`config.mk`:
```
export PLATFORM = sky130hd
export DESIGN_NAME = tank_engine
export DESIGN_NICKNAME = d
export VERILOG_FILES = /design/src/rtl/tank_pkg.sv /design/src/rtl/tank_move_calc.sv /design/src/rtl/tank_engine.sv
export SDC_FILE = /design/constraint.sdc
export NUM_CORES = 1
export LEC_CHECK = 0
export CAP_MARGIN = 10
export CORE_ASPECT_RATIO = 0.5
export CORE_UTILIZATION = 40
export DETAILED_ROUTE_END_ITERATION = 8
export PLACE_DENSITY = 0.66
export SYNTH_ARGS = -nofsm -noshare
export SYNTH_HDL_FRONTEND = slang
export SYNTH_SLANG_ARGS = --single-unit
```
`constraint.sdc`:
```
create_clock -name Clk -period 8.7 [get_ports Clk]
set_input_delay 1.74 -clock Clk [delete_from_list [all_inputs] [get_ports Clk]]
set_output_delay 1.74 -clock Clk [all_outputs]
set_load 0.01 [all_outputs]
```
`src/rtl/tank_pkg.sv`:
```
// Shared types, binding-slot indices and spawn helpers for the multi-tank
// motion engine.
package tank_pkg;

    typedef enum logic [1:0] {
        UP    = 2'b00,
        DOWN  = 2'b01,
        LEFT  = 2'b10,
        RIGHT = 2'b11
    } dir_t;

    typedef enum logic [1:0] {
        IDLE   = 2'b00,
        UPDATE = 2'b01,
        DONE   = 2'b10
    } eng_state_t;

    // Byte positions of each binding inside a tank's 32-bit keymap word.
    localparam int KEY_UP    = 3;
    localparam int KEY_DOWN  = 2;
    localparam int KEY_LEFT  = 1;
    localparam int KEY_RIGHT = 0;

    typedef struct packed {
        logic move;
        dir_t dir;
    } intent_t;

    function automatic int spawn_x(input int idx, input int num_tanks,
                                   input int screen_w, input int tank_size);
        return (idx + 1) * screen_w / (num_tanks + 1) - tank_size / 2;
    endfunction

    function automatic int spawn_y(input int screen_h, input int tank_size);
        return screen_h / 2 - tank_size / 2;
    endfunction

endpackage

```
`src/rtl/tank_move_calc.sv`:
```
// Combinational one-step move: applies the intent to a position and clamps
// the result to the playfield.
module tank_move_calc
    import tank_pkg::*;
#(
    parameter int COORD_W = 10,
    parameter int STEP    = 1,
    parameter int X_MAX   = 624,
    parameter int Y_MAX   = 464
) (
    input  logic [COORD_W-1:0] cur_x,
    input  logic [COORD_W-1:0] cur_y,
    input  intent_t            intent,
    output logic [COORD_W-1:0] cand_x,
    output logic [COORD_W-1:0] cand_y
);

    typedef logic signed [COORD_W:0] scoord_t;

    localparam scoord_t STEP_S  = scoord_t'(STEP);
    localparam scoord_t X_MAX_S = scoord_t'(X_MAX);
    localparam scoord_t Y_MAX_S = scoord_t'(Y_MAX);

    // One spare bit lets a step past the left/top edge go negative instead of wrapping.
    function automatic logic [COORD_W-1:0] clamp(input scoord_t v, input scoord_t hi);
        if (v[COORD_W]) begin
            return '0;
        end
        if (v > hi) begin
            return hi[COORD_W-1:0];
        end
        return v[COORD_W-1:0];
    endfunction

    scoord_t sx;
    scoord_t sy;
    scoord_t nx;
    scoord_t ny;

    always_comb begin
        sx = scoord_t'({1'b0, cur_x});
        sy = scoord_t'({1'b0, cur_y});
        nx = sx;
        ny = sy;
        if (intent.move) begin
            unique case (intent.dir)
                UP:    ny = sy - STEP_S;
                DOWN:  ny = sy + STEP_S;
                LEFT:  nx = sx - STEP_S;
                RIGHT: nx = sx + STEP_S;
            endcase
        end
        cand_x = clamp(nx, X_MAX_S);
        cand_y = clamp(ny, Y_MAX_S);
    end

endmodule

```
`src/rtl/tank_engine.sv`:
```
// Per-frame N-tank motion engine: on each vsync fall, walks the tanks in index
// order, applying each tank's own key bindings with clamping and collision blocking.
module tank_engine
    import tank_pkg::*;
#(
    parameter int NUM_TANKS = 2,
    parameter int NUM_KEYS  = 4,
    parameter int COORD_W   = 10,
    parameter int SCREEN_W  = 640,
    parameter int SCREEN_H  = 480,
    parameter int TANK_SIZE = 16,
    parameter int STEP      = 1
) (
    input  logic                         Clk,
    input  logic                         Reset_n,
    input  logic                         frame_vs,
    input  logic [NUM_KEYS*8-1:0]        keycodes,
    input  logic [NUM_TANKS*32-1:0]      keymap,
    output logic [NUM_TANKS*COORD_W-1:0] TankX,
    output logic [NUM_TANKS*COORD_W-1:0] TankY,
    output logic [NUM_TANKS*2-1:0]       TankDir,
    output logic                         frame_done
);

    localparam int IDX_W = (NUM_TANKS > 1) ? $clog2(NUM_TANKS) : 1;
    localparam logic [IDX_W-1:0]   LAST_IDX = IDX_W'(NUM_TANKS - 1);
    localparam logic [COORD_W-1:0] SPAWN_Y  = COORD_W'(spawn_y(SCREEN_H, TANK_SIZE));

    typedef logic signed [COORD_W:0] scoord_t;
    localparam scoord_t SIZE_S = scoord_t'(TANK_SIZE);

    eng_state_t         state_q, state_d;
    logic [IDX_W-1:0]   idx_q, idx_d;
    logic               vs_q, vs_d;
    logic               frame_done_q, frame_done_d;
    logic [COORD_W-1:0] x_q [NUM_TANKS];
    logic [COORD_W-1:0] x_d [NUM_TANKS];
    logic [COORD_W-1:0] y_q [NUM_TANKS];
    logic [COORD_W-1:0] y_d [NUM_TANKS];
    dir_t               dir_q [NUM_TANKS];
    dir_t               dir_d [NUM_TANKS];

    logic               tick;
    logic [31:0]        bind_cur;
    logic [COORD_W-1:0] cur_x;
    logic [COORD_W-1:0] cur_y;
    logic [COORD_W-1:0] cand_x;
    logic [COORD_W-1:0] cand_y;
    logic [3:0]         hit;
    intent_t            intent;
    logic               blocked;

    function automatic logic overlaps(input logic [COORD_W-1:0] ax, input logic [COORD_W-1:0] ay,
                                      input logic [COORD_W-1:0] bx, input logic [COORD_W-1:0] by);
        scoord_t dx;
        scoord_t dy;
        dx = scoord_t'({1'b0, ax}) - scoord_t'({1'b0, bx});
        dy = scoord_t'({1'b0, ay}) - scoord_t'({1'b0, by});
        if (dx[COORD_W]) begin
            dx = -dx;
        end
        if (dy[COORD_W]) begin
            dy = -dy;
        end
        return (dx < SIZE_S) && (dy < SIZE_S);
    endfunction

    assign vs_d = frame_vs;
    assign tick = vs_q & ~frame_vs;

    // Select the tank being updated this cycle.
    always_comb begin
        cur_x    = x_q[0];
        cur_y    = y_q[0];
        bind_cur = keymap[31:0];
        for (int i = 1; i < NUM_TANKS; i++) begin
            if (idx_q == IDX_W'(i)) begin
                cur_x    = x_q[i];
                cur_y    = y_q[i];
                bind_cur = keymap[i*32 +: 32];
            end
        end
    end

    always_comb begin
        hit = '0;
        for (int b = 0; b < 4; b++) begin
            for (int s = 0; s < NUM_KEYS; s++) begin
                if (bind_cur[b*8 +: 8] != 8'h00 && keycodes[s*8 +: 8] == bind_cur[b*8 +: 8]) begin
                    hit[b] = 1'b1;
                end
            end
        end

        intent.move = 1'b1;
        intent.dir  = UP;
        if (hit[KEY_UP]) begin
            intent.dir = UP;
        end else if (hit[KEY_DOWN]) begin
            intent.dir = DOWN;
        end else if (hit[KEY_LEFT]) begin
            intent.dir = LEFT;
        end else if (hit[KEY_RIGHT]) begin
            intent.dir = RIGHT;
        end else begin
            intent.move = 1'b0;
        end
    end

    tank_move_calc #(
        .COORD_W (COORD_W),
        .STEP    (STEP),
        .X_MAX   (SCREEN_W - TANK_SIZE),
        .Y_MAX   (SCREEN_H - TANK_SIZE)
    ) u_move_calc (
        .cur_x  (cur_x),
        .cur_y  (cur_y),
        .intent (intent),
        .cand_x (cand_x),
        .cand_y (cand_y)
    );

    // Registers are read directly, so lower-index tanks already show this frame's move.
    always_comb begin
        blocked = 1'b0;
        for (int j = 0; j < NUM_TANKS; j++) begin
            if (idx_q != IDX_W'(j) && overlaps(cand_x, cand_y, x_q[j], y_q[j])) begin
                blocked = 1'b1;
            end
        end
    end

    // NOTE: every _d gets its hold value first so no path through the case leaves a latch.
    always_comb begin
        state_d      = state_q;
        idx_d        = idx_q;
        frame_done_d = 1'b0;
        x_d          = x_q;
        y_d          = y_q;
        dir_d        = dir_q;

        unique case (state_q)
            IDLE: begin
                if (tick) begin
                    state_d = UPDATE;
                    idx_d   = '0;
                end
            end
            UPDATE: begin
                for (int i = 0; i < NUM_TANKS; i++) begin
                    if (idx_q == IDX_W'(i) && intent.move) begin
                        dir_d[i] = intent.dir;
                        if (!blocked) begin
                            x_d[i] = cand_x;
                            y_d[i] = cand_y;
                        end
                    end
                end
                if (idx_q == LAST_IDX) begin
                    state_d      = DONE;
                    idx_d        = '0;
                    frame_done_d = 1'b1;
                end else begin
                    idx_d = idx_q + IDX_W'(1);
                end
            end
            DONE: begin
                state_d = IDLE;
            end
            default: begin
                state_d = IDLE;
            end
        endcase
    end

    // NOTE: the per-tank arrays are a handful of flops, not RAM, so they reset to spawn.
    always_ff @(posedge Clk) begin
        if (!Reset_n) begin
            state_q      <= IDLE;
            idx_q        <= '0;
            vs_q         <= 1'b1;
            frame_done_q <= 1'b0;
            for (int i = 0; i < NUM_TANKS; i++) begin
                x_q[i]   <= COORD_W'(spawn_x(i, NUM_TANKS, SCREEN_W, TANK_SIZE));
                y_q[i]   <= SPAWN_Y;
                dir_q[i] <= UP;
            end
        end else begin
            state_q      <= state_d;
            idx_q        <= idx_d;
            vs_q         <= vs_d;
            frame_done_q <= frame_done_d;
            x_q          <= x_d;
            y_q          <= y_d;
            dir_q        <= dir_d;
        end
    end

    always_comb begin
        for (int i = 0; i < NUM_TANKS; i++) begin
            TankX[i*COORD_W +: COORD_W] = x_q[i];
            TankY[i*COORD_W +: COORD_W] = y_q[i];
            TankDir[i*2 +: 2]           = dir_q[i];
        end
    end

    assign frame_done = frame_done_q;

endmodule

```
Word level (Yosys, flattened, before mapping)
Cells that the tools add are included.
{ "word_totals": {"reg_bits": 49} }
{ "op_classes": {"add_sub_neg": 13, "order_cmp": 6, "n_eq_ne": 22, "muxes": 58, "bitwise": 4, "reduce_logical": 36} }
{ "op_table": {"columns": ["op", "count"], "rows": [
  ["8-bit equality test", 16],
  ["10-bit 2-to-1 mux", 10],
  ["11-bit 2-to-1 mux", 6],
  ["11-bit by 6-bit < comparator with 1-bit output, second input constant", 4],
  ["11-bit negation", 4],
  ["11-bit case mux with 2 select lines", 2],
  ["10-bit by 10-bit subtractor with 11-bit output", 4],
  ["32-bit 2-to-1 mux", 1],
  ["8-bit nonzero test", 4],
  ["1-bit 2-to-1 mux", 31],
  ["10-bit by 1-bit adder with 11-bit output, second input constant", 2],
  ["1-bit logical AND", 22],
  ["10-bit by 1-bit subtractor with 11-bit output, second input constant", 2],
  ["2-bit 2-to-1 mux", 6],
  ["11-bit by 10-bit > comparator with 1-bit output, second input constant", 1],
  ["11-bit > comparator, second input constant", 1],
  ["2-bit AND reduction", 5],
  ["3-bit AND reduction", 2],
  ["2-bit by 1-bit equality test with 1-bit output, second input constant", 2],
  ["2-bit equality test, second input constant", 2],
  ["2-bit logical NOT", 2],
  ["2-bit inequality test, second input constant", 2],
  ["2-bit case mux with 2 select lines", 1],
  ["1-bit NOT", 3],
  ["4 further kinds", 4]
]} }

Depth between registers and ports, before layout
Gate-level depths: netlist of the first run.
{ "logic_depth": {"ltp_word": 29, "mapped_depth": 38, "mapped_depth_nobuf": 32} }

Modules after synthesis
Synthesis of the first run repeated with hierarchy kept, for this count alone.
{ "unflattened": {"cells_unflattened": 1010, "area_unflattened_um2": 7688.6} }
{ "by_module_without_submodules": {"columns": ["mod", "n_inst", "cells_per_inst", "area_per_inst_um2", "seq_area_each_um2"], "rows": [
  ["tank_engine", 1, 812, 6272.3, 980.9],
  ["tank_move_calc", 1, 198, 1416.4, 0.0]
]} }

Least setup slack after synthesis of the first run
No wires, ideal clock.
{ "synth_path": {"path_kind": "input-to-reg", "startpoint": "input port keymap[61]", "endpoint": "register y_q (netlist bit TankY[6])", "arrival_ns": 8.313, "required_time_ns": 8.570, "slack_ns": 0.258, "cell_stages": 31, "n_path_buf": 3, "path_cell_list": "mux2i_2 > nand4_1 > or3_1 > a22oi_2 > buf_6 > nand3_1 > ha_1 > nor2b_1 > o2111ai_1 > a31oi_1 > a21o_1 > a21oi_1 > mux2i_4 > a32oi_4 > o21ai_2 > buf_6 > or2_1 > ha_1 > inv_1 > fa_1 > a21oi_1 > o211ai_1 > o221a_2 > o21ai_0 > nor3b_1 > mux2_2 > a2111oi_0 > a21bo_2 > buf_6 > mux2i_1 > nand2_1"} }
{ "synth_between": {"elab_chain_cells": 26, "word_cells_on_any_way": 63} }
{ "synth_lines": {"columns": ["element", "line_no", "source"], "rows": [
  ["from (decl)", "tank_engine.sv:18", "input logic [NUM_TANKS*32-1:0] keymap,"],
  ["32-bit 2-to-1 mux (*)", "tank_engine.sv:77", "if (idx_q == IDX_W'(i)) begin"],
  ["8-bit equality test or 8-bit nonzero test (tied branches)", "tank_engine.sv:89", "if (bind_cur[b*8 +: 8] != 8'h00 && keycodes[s*8 +: 8] == bind_cur[b*8 +: 8]) begin"],
  ["1-bit logical AND", "tank_engine.sv:89", null],
  ["1-bit 2-to-1 mux (3 in series)", "tank_engine.sv:89", null],
  ["1-bit 2-to-1 mux (*)", "tank_engine.sv:89", null],
  ["2-bit 2-to-1 mux", "tank_engine.sv:97", "if (hit[KEY_UP]) begin"],
  ["2-bit equality test (tied with other cells)", "tank_move_calc.sv:46", "unique case (intent.dir)"],
  ["11-bit case mux with 2 select lines", "tank_move_calc.sv:46", null],
  ["[... 7 more ...]", null, null],
  ["11-bit negation, on equally long branches", "tank_engine.sv:60, tank_engine.sv:63", null],
  ["11-bit 2-to-1 mux, on equally long branches", "tank_engine.sv:59, tank_engine.sv:62", null],
  ["11-bit by 6-bit < comparator with 1-bit output", "tank_engine.sv:65", "return (dx < SIZE_S) && (dy < SIZE_S);"],
  ["1-bit logical AND", "tank_engine.sv:65", null],
  ["1-bit logical AND", "tank_engine.sv:127", "if (idx_q != IDX_W'(j) && overlaps(cand_x, cand_y, x_q[j], y_q[j])) begin"],
  ["1-bit 2-to-1 mux (2 in series)", "tank_engine.sv:127", null],
  ["1-bit NOT (no source line)", null, null],
  ["3-bit AND reduction (no source line)", null, null],
  ["to (signal assigned)", "tank_engine.sv:194", "y_q <= y_d;"],
  ["to (decl)", "tank_engine.sv:38", "logic [COORD_W-1:0] y_q [NUM_TANKS];"]
]} }
Every way passes the cells marked *; elsewhere a longest branch is shown, timed or not. The select of a mux whose other input is x is not followed.
A chain may end at the register's enable or synchronous reset.

Final worst setup path of the first run
{ "layout_path": {"startpoint": "input port keymap[35]", "endpoint": "register x_q (netlist bit TankX[19])"} }
{ "layout_between": {"elab_chain_cells": 29, "word_cells_on_any_way": 69} }
{ "layout_lines": {"columns": ["element", "line_no", "source"], "rows": [
  ["32-bit 2-to-1 mux (*)", "tank_engine.sv:77", null],
  ["8-bit equality test or 8-bit nonzero test (tied branches)", "tank_engine.sv:89", null],
  ["1-bit logical AND", "tank_engine.sv:89", null],
  ["1-bit 2-to-1 mux (3 in series)", "tank_engine.sv:89", null],
  ["1-bit 2-to-1 mux (*)", "tank_engine.sv:89", null],
  ["2-bit 2-to-1 mux", "tank_engine.sv:103", "end else if (hit[KEY_RIGHT]) begin"],
  ["2-bit 2-to-1 mux", "tank_engine.sv:101", "end else if (hit[KEY_LEFT]) begin"],
  ["2-bit 2-to-1 mux", "tank_engine.sv:99", "end else if (hit[KEY_DOWN]) begin"],
  ["[... 10 more ...]", null, null],
  ["11-bit negation, on equally long branches", "tank_engine.sv:60, tank_engine.sv:63", null],
  ["11-bit 2-to-1 mux, on equally long branches", "tank_engine.sv:59, tank_engine.sv:62", null],
  ["11-bit by 6-bit < comparator with 1-bit output", "tank_engine.sv:65", null],
  ["1-bit logical AND", "tank_engine.sv:65", null],
  ["1-bit logical AND", "tank_engine.sv:127", null],
  ["1-bit 2-to-1 mux (2 in series)", "tank_engine.sv:127", null],
  ["1-bit NOT (no source line)", null, null],
  ["3-bit AND reduction (no source line)", null, null],
  ["to (signal, indexed assignment)", "tank_engine.sv:184", "x_q[i] <= COORD_W'(spawn_x(i, NUM_TANKS, SCREEN_W, TANK_SIZE));"],
  ["to (decl)", "tank_engine.sv:36", "logic [COORD_W-1:0] x_q [NUM_TANKS];"]
]} }
Marks and branches as above.

==> impl_metrics.env, run 1 <==
export IMPL_status="completed"
export IMPL_viasPerCell=5.50
export IMPL_cp_max_fo=8
export IMPL_yosys_top_cells_count="154 x xnor2_1, 77 x inv_1, 69 x nand2_1"
export IMPL_p_int_uw=787
export IMPL_crit_path_max_incr_delay_ns=0.56
export IMPL_utilization=0.589
export IMPL_synth_seq_cells=49
export IMPL_grt_usage=0.250
export IMPL_ff2ff_path_depth=35
export IMPL_initial_utilization=0.417
export IMPL_syn_area_um2=7810
export IMPL_p_per_area_nw_per_um2=119
export IMPL_dp_hpwl_um=21100
export IMPL_vias=8125
export IMPL_avgSynthCellArea_um2=8.08
export IMPL_yosysTopAreaCell="xnor2_1"
export IMPL_cp_end_kind="flop"
export IMPL_synth_xor_area_frac=0.194
export IMPL_synth_top_area_frac=0.173
export IMPL_hold_class="reg -> reg"
export IMPL_pwr_share_seq=0.184
export IMPL_cts_root_buf="clkbuf_16"
export IMPL_p_leak_nw=4.36
export IMPL_die_h_um=101
export IMPL_r2r_end="TankY[8]"
export IMPL_synth_top_family_by_area="XOR/XNOR gates"
export IMPL_synth_compound_gate_area_share=0.187
export IMPL_drc_errors=0
export IMPL_synth_mux_area_frac=0.121
export IMPL_arrival_ns=8.66
export IMPL_min_period_ns=8.44
export IMPL_cp_data_required_time_ns=8.92
export IMPL_clk_latency_ns=0.29
export IMPL_regToRegStartpoint="idx_q"
export IMPL_antenna_found_initial=0
export IMPL_pwr_share_comb=0.654
export IMPL_layout_drive_gt1_share=0.229
export IMPL_worst_setup_path_type="in -> reg"
export IMPL_cts_made_buffers=5
export IMPL_hold_ws_ns=0.473
export IMPL_max_cap_violations=0
export IMPL_worstHoldEndpoint="state_q[0]"
export IMPL_pwr_share_clk=0.163
export IMPL_ys_warn_count=0
export IMPL_port_buffers=143
export IMPL_grt_start_max_net_pins=38
export IMPL_slew_viol_final=0
export IMPL_grt_pass1_vias=7550
export IMPL_drt_iter0_drc=600
export IMPL_startpoint_type="input pin"
export IMPL_gp_congestion=0.970
export IMPL_path_clk_slew_ns=0.07
export IMPL_r2r_slack_ns=0.85
export IMPL_syn_to_final_growth_pct=41.4
export IMPL_yosys_area_share_simple=0.189
export IMPL_async_flop_share=0
export IMPL_cts_max_level=2
export IMPL_final_nets=1381
export IMPL_tritoncts="built"
export IMPL_core_area_um2=18700
export IMPL_rows=35
export IMPL_hold_depth=1
export IMPL_relSlewSlack=0.281
export IMPL_power_total_mw=1.31
export IMPL_wl_per_cell_um=17.9
export IMPL_ys_top_cells_by_area="xnor2_1 17%, dfxtp_1 13%, ha_1 9.3%, mux2i_4 4.6%, inv_1 3.7%"
export IMPL_netlist_instances=966
export IMPL_synth_ff_type="dfxtp_1"
export IMPL_holdBufCountCts=0
export IMPL_ir_drop_mv=0.0861
export IMPL_slowest_stage="or4_1"
export IMPL_io_pins=144
export IMPL_finalCritPeriodShare=0.970
export IMPL_n_antenna_cell=0
export IMPL_die_x_um=200
export IMPL_synth_cell_types=87
export IMPL_p_switching_uw=524
export IMPL_wl_um=26500
export IMPL_min_from="state_q[1]"
export IMPL_grt_first_pass_wirelength_um=39800
export IMPL_overflow=0
export IMPL_hold_viol_final=0
export IMPL_tightest_slew_ns=1.08
export IMPL_synth_most_common_cell="xnor2_1"
export IMPL_drtAntennaViolNets=0
export IMPL_die_area_um2=20100
export IMPL_finClkSkew_ns=0.00304
export IMPL_dr_pass1_iters=5
export IMPL_p_sw_frac=0.400
export IMPL_cts_sinks=49
export IMPL_ys_seq_area_frac=0.126
export IMPL_max_freq_mhz=118
export IMPL_setup_violations=0
export IMPL_clock_path_buffers=2
export IMPL_synth_edf_count=0
export IMPL_synth_fa_ha_area_frac=0.108
-- how the worst max path moves through the flow --
stage	start	end	slack [ns]	cells past startpoint
2_1_floorplan	keymap[61]	TankY[6]	0.26	31
3_3_place_gp	keymap[30]	TankY[8]	-0.24	33
3_5_place_dp	keymap[30]	TankY[8]	-0.36	34
4_1_cts	keymap[34]	TankX[6]	0.03	34
5_1_grt	keymap[35]	TankX[19]	-0.13	34
6_report	keymap[35]	TankX[19]	0.26	35
-- per-layer routing --
layer  up-vias  global-route usage  share of wire
met5         -                   0              0
met4         0              0.0611          0.010
met3        22              0.0248          0.064
met2       256               0.401           0.44
met1      3903               0.358           0.48
li1       3944                   -              -
-- layout by cell type, fill, tap and decap left out, types with 7 or more instances in the layout --
master	instances
nor3_1	21
xnor2_1	152
inv_1	77
o21a_1	10
dfxtp_1	48
nand3b_1	7
nand2_1	69
nor4_1	26
a21oi_1	41
mux2i_4	23
o21ai_0	28
o21bai_1	7
clkdlybuf4s50_1	136
mux2i_1	28
ha_1	58
nand3_1	34
a21oi_2	10
nor2b_1	11
nand4_1	11
nor4_2	8
buf_4	145
o21ai_1	23
o2111ai_1	7
mux2i_2	11
buf_12	7
nor2_1	31
xor2_1	19
-- cell type report --
class	instances	area, um^2
Multi-Input combinational cell	785	6550
Fill cell	1713	7700
Tap cell	259	324
Timing Repair Buffer	300	2730
Inverter	77	289
Sequential cell	49	985
Clock inverter	1	8.76
Clock buffer	7	154
-- stage by stage --
stage | std cells | TNS (ns) | area, um^2 | worst slack [ns]
after global routing | 1478 | -0.823 | 11000 | -0.128
after global placement | 1461 | -3.24 | 10500 | -0.242
after floorplan | 967 | 0 | 7810 | 0.258
after detailed placement | 1461 | -5.97 | 10500 | -0.364
final | 1478 | 0 | 11000 | 0.257
after CTS | 1469 | 0 | 10700 | 0.0266
-- kinds of logic (layout without fill, tap and decap cells) --
family	count (synthesis)	count (layout)
buffers and inverters	133	385
AOI/OAI and AO/OA	206	206
other	1	2
DFF	49	49
adders and majority gates	64	64
xor gates and xnor gates	173	173
muxes	67	67
and+or+nand+nor	273	273
-- worst max-delay path, delay by kind of cell --
family	cells	cell delay, ns
adders and majority gates	3	0.85
xor gates and xnor gates	3	0.39
and+or+nand+nor	9	1.88
AOI/OAI and AO/OA	11	1.79
buffers and inverters	6	1.09
muxes	3	0.89
-- power by group through the flow --
stage | Combinational, mW | Sequential (mW) | Clock (mW)
finish | 0.857 | 0.241 | 0.213
global route | 0.927 | 0.242 | 0.222
CTS | 0.803 | 0.240 | 0.214
detailed placement | 0.794 | 0.245 | 0
global placement | 0.779 | 0.245 | 0
floorplan | 0.536 | 0.236 | 0
-- sequential cells by signal, indices dropped and copies added (netlist names) --
| signal | count |
|---|---|
| TankDir | 4 |
| TankX | 20 |
| TankY | 20 |
| frame_done | 1 |
| idx_q | 1 |
| state_q | 2 |
| vs_q | 1 |
-- repair_timing --
item / CTS / global route
buffers inserted: 0 / 10
pin swaps: 1 / 32
endpoints found under the setup margin: 20 / 40
gates cloned: 0 / 0
resized for setup: 7 / 65
No activity file was read; power rests on OpenSTA's default activity.
==> inputs of run 2 (changes only) <==
--- a/config.mk
+++ b/config.mk
@@ -7,8 +7,10 @@
 export LEC_CHECK = 0
 export CAP_MARGIN = 10
 export CORE_ASPECT_RATIO = 0.5
+export CORE_MARGIN = 1
 export CORE_UTILIZATION = 40
 export DETAILED_ROUTE_END_ITERATION = 8
+export GPL_TIMING_DRIVEN = 0
 export PLACE_DENSITY = 0.66
 export SYNTH_ARGS = -nofsm -noshare
 export SYNTH_HDL_FRONTEND = slang
==> impl_metrics.env, run 2 (synthesis gave the netlist of run 1 again) <==
export IMPL_status="completed"
export IMPL_pwr_share_seq=0.179
export IMPL_setup_violations=0
export IMPL_hold_class="reg -> reg"
export IMPL_crit_path_max_incr_delay_ns=0.44
export IMPL_rows=35
export IMPL_grt_pass1_vias=7499
export IMPL_drtAntennaViolNets=0
export IMPL_hold_ws_ns=0.456
export IMPL_io_pins=144
export IMPL_vias=7985
export IMPL_holdBufCountCts=0
export IMPL_finClkSkew_ns=0.00720
export IMPL_startpoint_type="input pin"
export IMPL_max_freq_mhz=117
export IMPL_n_antenna_cell=0
export IMPL_r2r_end="TankX[16]"
export IMPL_die_area_um2=20100
export IMPL_final_nets=1317
export IMPL_cts_root_buf="clkbuf_16"
export IMPL_clock_path_buffers=2
export IMPL_cts_made_buffers=5
export IMPL_port_buffers=110
export IMPL_startpoint="keymap[16]"
export IMPL_worst_setup_path_type="in -> reg"
export IMPL_wl_um=27500
export IMPL_layout_drive_gt1_share=0.208
export IMPL_drc_errors=0
export IMPL_clk_latency_ns=0.29
export IMPL_dp_hpwl_um=20400
export IMPL_max_cap_violations=0
export IMPL_grt_start_max_net_pins=17
export IMPL_viasPerCell=5.65
export IMPL_ir_drop_mv=0.0781
export IMPL_cts_max_level=2
export IMPL_tritoncts="built"
export IMPL_core_area_um2=18700
export IMPL_hold_viol_final=0
export IMPL_overflow=0
export IMPL_layout_common_cells="151 x xnor2_1, 104 x clkdlybuf4s50_1, 75 x inv_1"
export IMPL_min_period_ns=8.55
export IMPL_power_total_mw=1.29
export IMPL_cp_max_fo=6
export IMPL_antenna_found_initial=0
export IMPL_initial_utilization=0.417
export IMPL_drt_iter0_drc=513
export IMPL_die_h_um=101
export IMPL_slowest_stage="clkdlybuf4s50_1"
export IMPL_relSlewSlack=0.516
export IMPL_grt_first_pass_wirelength_um=40300
export IMPL_final_common_cell="xnor2_1"
export IMPL_p_per_area_nw_per_um2=120
export IMPL_ff2ff_path_depth=35
export IMPL_p_leak_nw=4.00
export IMPL_syn_to_final_growth_pct=37.0
export IMPL_arrival_ns=8.74
export IMPL_die_x_um=200
export IMPL_crit_end="TankX[16]"
export IMPL_p_int_uw=745
export IMPL_cp_end_kind="flop"
export IMPL_min_from="state_q[1]"
export IMPL_pwr_share_comb=0.657
export IMPL_pwr_share_clk=0.164
export IMPL_wl_per_cell_um=19.4
export IMPL_dr_pass1_iters=5
export IMPL_gp_congestion=0.928
export IMPL_cpMostUsedCell="buf_6"
export IMPL_cp_data_required_time_ns=8.89
export IMPL_fin_setup_tns_ns=0
export IMPL_slew_viol_final=0
export IMPL_finalCritPeriodShare=0.983
export IMPL_r2r_slack_ns=1.06
export IMPL_tightest_slew_ns=0.719
export IMPL_grt_usage=0.256
export IMPL_path_clk_slew_ns=0.07
export IMPL_cts_sinks=49
export IMPL_regToRegStartpoint="idx_q"
export IMPL_p_switching_uw=542
export IMPL_p_sw_frac=0.421
-- run 2: cell types whose count changed in the layout (fill, tap and decap cells not counted), sizes merged --
| cell | previous run | this run |
|---|---|---|
| clkbuf | 7 | 26 |
| nand3 | 36 | 37 |
| dlygate4sd2 | 1 | 0 |
| clkdlybuf4s50 | 136 | 104 |
| inv | 77 | 78 |
| buf | 157 | 105 |
-- run 2: worst max-delay path, delay by kind of cell --
family	cells	cell delay [ns]
compound gates	16	2.85
buf+inv	8	1.33
simple gates	7	1.23
fa+ha+maj	3	0.97
mux	2	0.52
xor+xnor	1	0.05
-- run 2: how the worst min path moves through the flow --
stage,end,slack [ns],cells after the start
final,state_q[0],0.46,1
after global routing,state_q[0],0.49,1
after CTS,state_q[0],0.45,1
after detailed placement,state_q[0],0.44,1
after global placement,state_q[0],0.44,1
after floorplan,state_q[0],0.42,1
-- run 2: cell type report --
type                       count  area [um^2]
multi-input combinational    786         6940
fill                        1700         8040
clock inverter                 2         17.5
buffer                        56          304
inverter                      77          289
tap                          259          324
timing repair buffer         179         1700
sequential                    49          981
clock buffer                   6          139
-- run 2: metrics by stage --
stage | instance area [um^2] | std cells | util | setup WS (ns)
final | 10700 | 1414 | 0.571 | 0.146
after global routing | 10700 | 1414 | 0.571 | -0.135
after CTS | 9880 | 1364 | 0.527 | 0.0156
after detailed placement | 9240 | 1336 | 0.493 | -1.35
after global placement | 9240 | 1336 | 0.493 | -1.27
after floorplan | 7810 | 967 | - | 0.258
-- run 2: metal layers --
layer | GRT usage | vias up | wire, um
met3 | 0.0248 | 40 | 1920
met4 | 0.0534 | 0 | 423
met2 | 0.429 | 292 | 12600
met1 | 0.356 | 3831 | 12600
li1 | - | 3822 | -
met5 | 0 | - | 0
-- run 2: power by group through the flow --
stage	clock network, mW	logic, mW	registers (mW)
5_1_grt	0.220	0.909	0.231
4_1_cts	0.211	0.742	0.230
3_5_place_dp	0	0.696	0.236
6_report	0.210	0.846	0.230
2_1_floorplan	0	0.536	0.236
3_3_place_gp	0	0.679	0.236
-- run 2: repair_timing --
item,4_1_cts,5_1_grt
endpoints found under the setup margin,40,40
cloned,1,2
setup buffers,19,48
gates resized for setup,46,92
pin swaps,5,65
==> inputs of run 3 (changes only) <==
--- a/config.mk
+++ b/config.mk
@@ -12,6 +12,7 @@
 export DETAILED_ROUTE_END_ITERATION = 8
 export GPL_TIMING_DRIVEN = 0
 export PLACE_DENSITY = 0.66
+export SLEW_MARGIN = 20
 export SYNTH_ARGS = -nofsm -noshare
 export SYNTH_HDL_FRONTEND = slang
 export SYNTH_SLANG_ARGS = --single-unit
==> constraint.sdc (replaced) <==
create_clock -name Clk -period 8.7 [get_ports Clk]
set_input_delay 1.74 -clock Clk [delete_from_list [all_inputs] [get_ports Clk]]
set_output_delay 1.74 -clock Clk [all_outputs]
set_load 0.02 [all_outputs]
==> results of run 3 <==
The final DEF is identical to that of run 2. Status: completed.
==> RTL edit: new RTL, flow settings as in run 1 <==
Change the parameter `NUM_TANKS` from 2 to 4.
--- a/src/rtl/tank_engine.sv
+++ b/src/rtl/tank_engine.sv
@@ -5,3 +5,3 @@
 #(
-    parameter int NUM_TANKS = 2,
+    parameter int NUM_TANKS = 4,
     parameter int NUM_KEYS  = 4,
Interface: changed (resized TankDir, TankX, TankY and keymap); port bits go from 144 to 252. The function was not compared with the original's and may differ.
==> RTL edit against run 1 <==
The flow now finishes with violations (negative setup slack); design area grew 140%; synthesized cell count grew 110%; wire length grew to 2.7 times the old value; worst setup slack lost 0.78 ns; critical path depth is the same; worst hold slack lost 0.019 ns; area after synthesis grew 110%; sequential cell count grew 45; die area grew 100%; cell count grew 130%; combinational power grew 120%; global-route usage grew 7.9 points; total power grew 110%; critical path type unchanged.
==> RTL edit: results (changes against run 1) <==
outcome=finished with violations (was completed); failing checks=negative setup slack; Post-Synth Adder-Cell Area=9.19% (was 10.8%); worst-margin pin slew=1.04 ns (was 1.08 ns); hold path start=state_q[1]$_SDFFE_PN0P_ (unchanged); share of cells above drive strength 1=42.3% (was 22.9%); worst-skew pair later-pin latency=0.37 ns (was 0.29 ns); final setup violation count=80 (was 0); CP arrival=9.52 ns (was 8.66 ns); Int Pwr=1.61 mW (was 0.787 mW); placed instance area=23,000 sq um (was 10,500 sq um); Worst R2R Setup Slack=-0.19 ns (was 0.85 ns); Peak VDD IR=84.1 uV (was 86.1 uV); XOR/XNOR Fraction of Synth Area=17.9% (was 19.4%); commonest cells in the netlist=xnor2_1 (284), inv_1 (124), a22oi_1 (110), nor2_1 (103) (was xnor2_1 (154), inv_1 (77), nand2_1 (69), ha_1 (58), dfxtp_1 (49)); Pleak=11.0 nW (was 4.36 nW); PnR worst setup slack=-0.519 ns (was 0.257 ns); cts bufs inserted=9 (was 5); 1st-pass router iterations=6 (was 5); YS warnings=0 (unchanged); PortBufs=251 (was 143); All-Layer GR Usage=32.9% (was 25.0%); Slowest-stage cell, CP=nor4_4 (was or4_1); clk_skew=0.0157 ns (was 0.00304 ns); initial DRC count=1,765 (was 600); Yosys cell types=126 (was 87); pre-CTS WS=-1.46 ns (was -0.364 ns); mux contribution to synthesized area=5.69% (was 12.1%); pin count of the biggest net entering global routing=58 (was 38); Vias/cell=5.89 (was 5.50); Synth Area in Compound Gates=30.6% (was 18.7%); Post-synth ARST share=0% (unchanged); final WL=72,500 um (was 26,500 um); GP Congestion=0.982 (was 0.970); setup TNS=-27.29 ns (was 0 ns); vias in the first global route=19,000 (was 7,550); worst reg2reg path endpoint=TankY[14]$_SDFFE_PN0P_ (was TankY[8]$_SDFFE_PN0P_); first-pass GRT wire length=107,000 um (was 39,800 um); H-tree depth=3 (was 2); Layout fillers=2,996 (was 1,713); NumNets Final=3,101 (was 1,381); hpwl dp=53,700 um (was 21,100 um); sequential area share after synthesis=11.7% (was 12.6%)
## RTL edit: logic make-up after synthesis
family                     Yosys count
buffers and inverters              275
DFF                                 94
xor gates and xnor gates           328
AOI/OAI and AO/OA                  661
other                                1
and+or+nand+nor                    506
adders and majority gates          112
muxes                               76
## RTL edit: worst min path at each step
stage | cells past startpoint | slack, ns | endpoint
after detailed placement | 1 | 0.45 | state_q[0]$_SDFFE_PN0P_
final | 1 | 0.45 | state_q[0]$_SDFFE_PN0P_
after global placement | 1 | 0.42 | state_q[0]$_SDFFE_PN0P_
after global routing | 1 | 0.49 | state_q[0]$_SDFFE_PN0P_
after floorplan | 1 | 0.42 | state_q[0]$_SDFFE_PN0P_
after CTS | 1 | 0.46 | state_q[0]$_SDFFE_PN0P_
## RTL edit: what timing repair did
| item | 4_1_cts | 5_1_grt |
|---|---|---|
| resized for setup | 652 | 212 |
| cloned | 7 | 0 |
| setup buffers | 75 | 44 |
| endpoints found under the setup margin | 80 | 80 |
| pin swaps | 187 | 106 |
## RTL edit: worst max-delay path: cells and delay by family
family                     cells  cell delay (ns)
xor gates and xnor gates       1             0.13
buffers and inverters          6             0.83
and+or+nand+nor               11             2.90
adders and majority gates      2             0.58
AOI/OAI and AO/OA             15             3.31
## RTL edit: cell type report
type	count	area, sq um	share of cell area (%)
clock buffer	9	225	0.833
sequential	94	1880	6.96
timing repair buffer	908	7950	29.4
tap	530	663	2.45
inverter	125	477	1.76
clock inverter	7	63.8	0.236
multi-input combinational	1688	15800	58.4
## RTL edit: power by group through the flow
| stage | clock, mW | combinational, mW | sequential, mW |
|---|---|---|---|
| after global routing | 0.418 | 2.03 | 0.436 |
| after global placement | 0 | 1.52 | 0.445 |
| final | 0.404 | 1.90 | 0.435 |
| after floorplan | 0 | 0.929 | 0.445 |
| after CTS | 0.404 | 1.72 | 0.435 |
| after detailed placement | 0 | 1.54 | 0.445 |
## RTL edit: routing by layer
metal	GRT usage, %	wire, um
met1	42.8	30300
met2	56.5	34300
met3	4.10	5400
met4	11.2	2530
met5	0	0
## RTL edit: metrics by stage
step | instances | utilization [%]
6_report | 3361 | 68.9
5_1_grt | 3361 | 68.9
4_1_cts | 3323 | 65.6
3_5_place_dp | 3229 | 58.7
3_3_place_gp | 3229 | 58.7
2_1_floorplan | 2056 | -
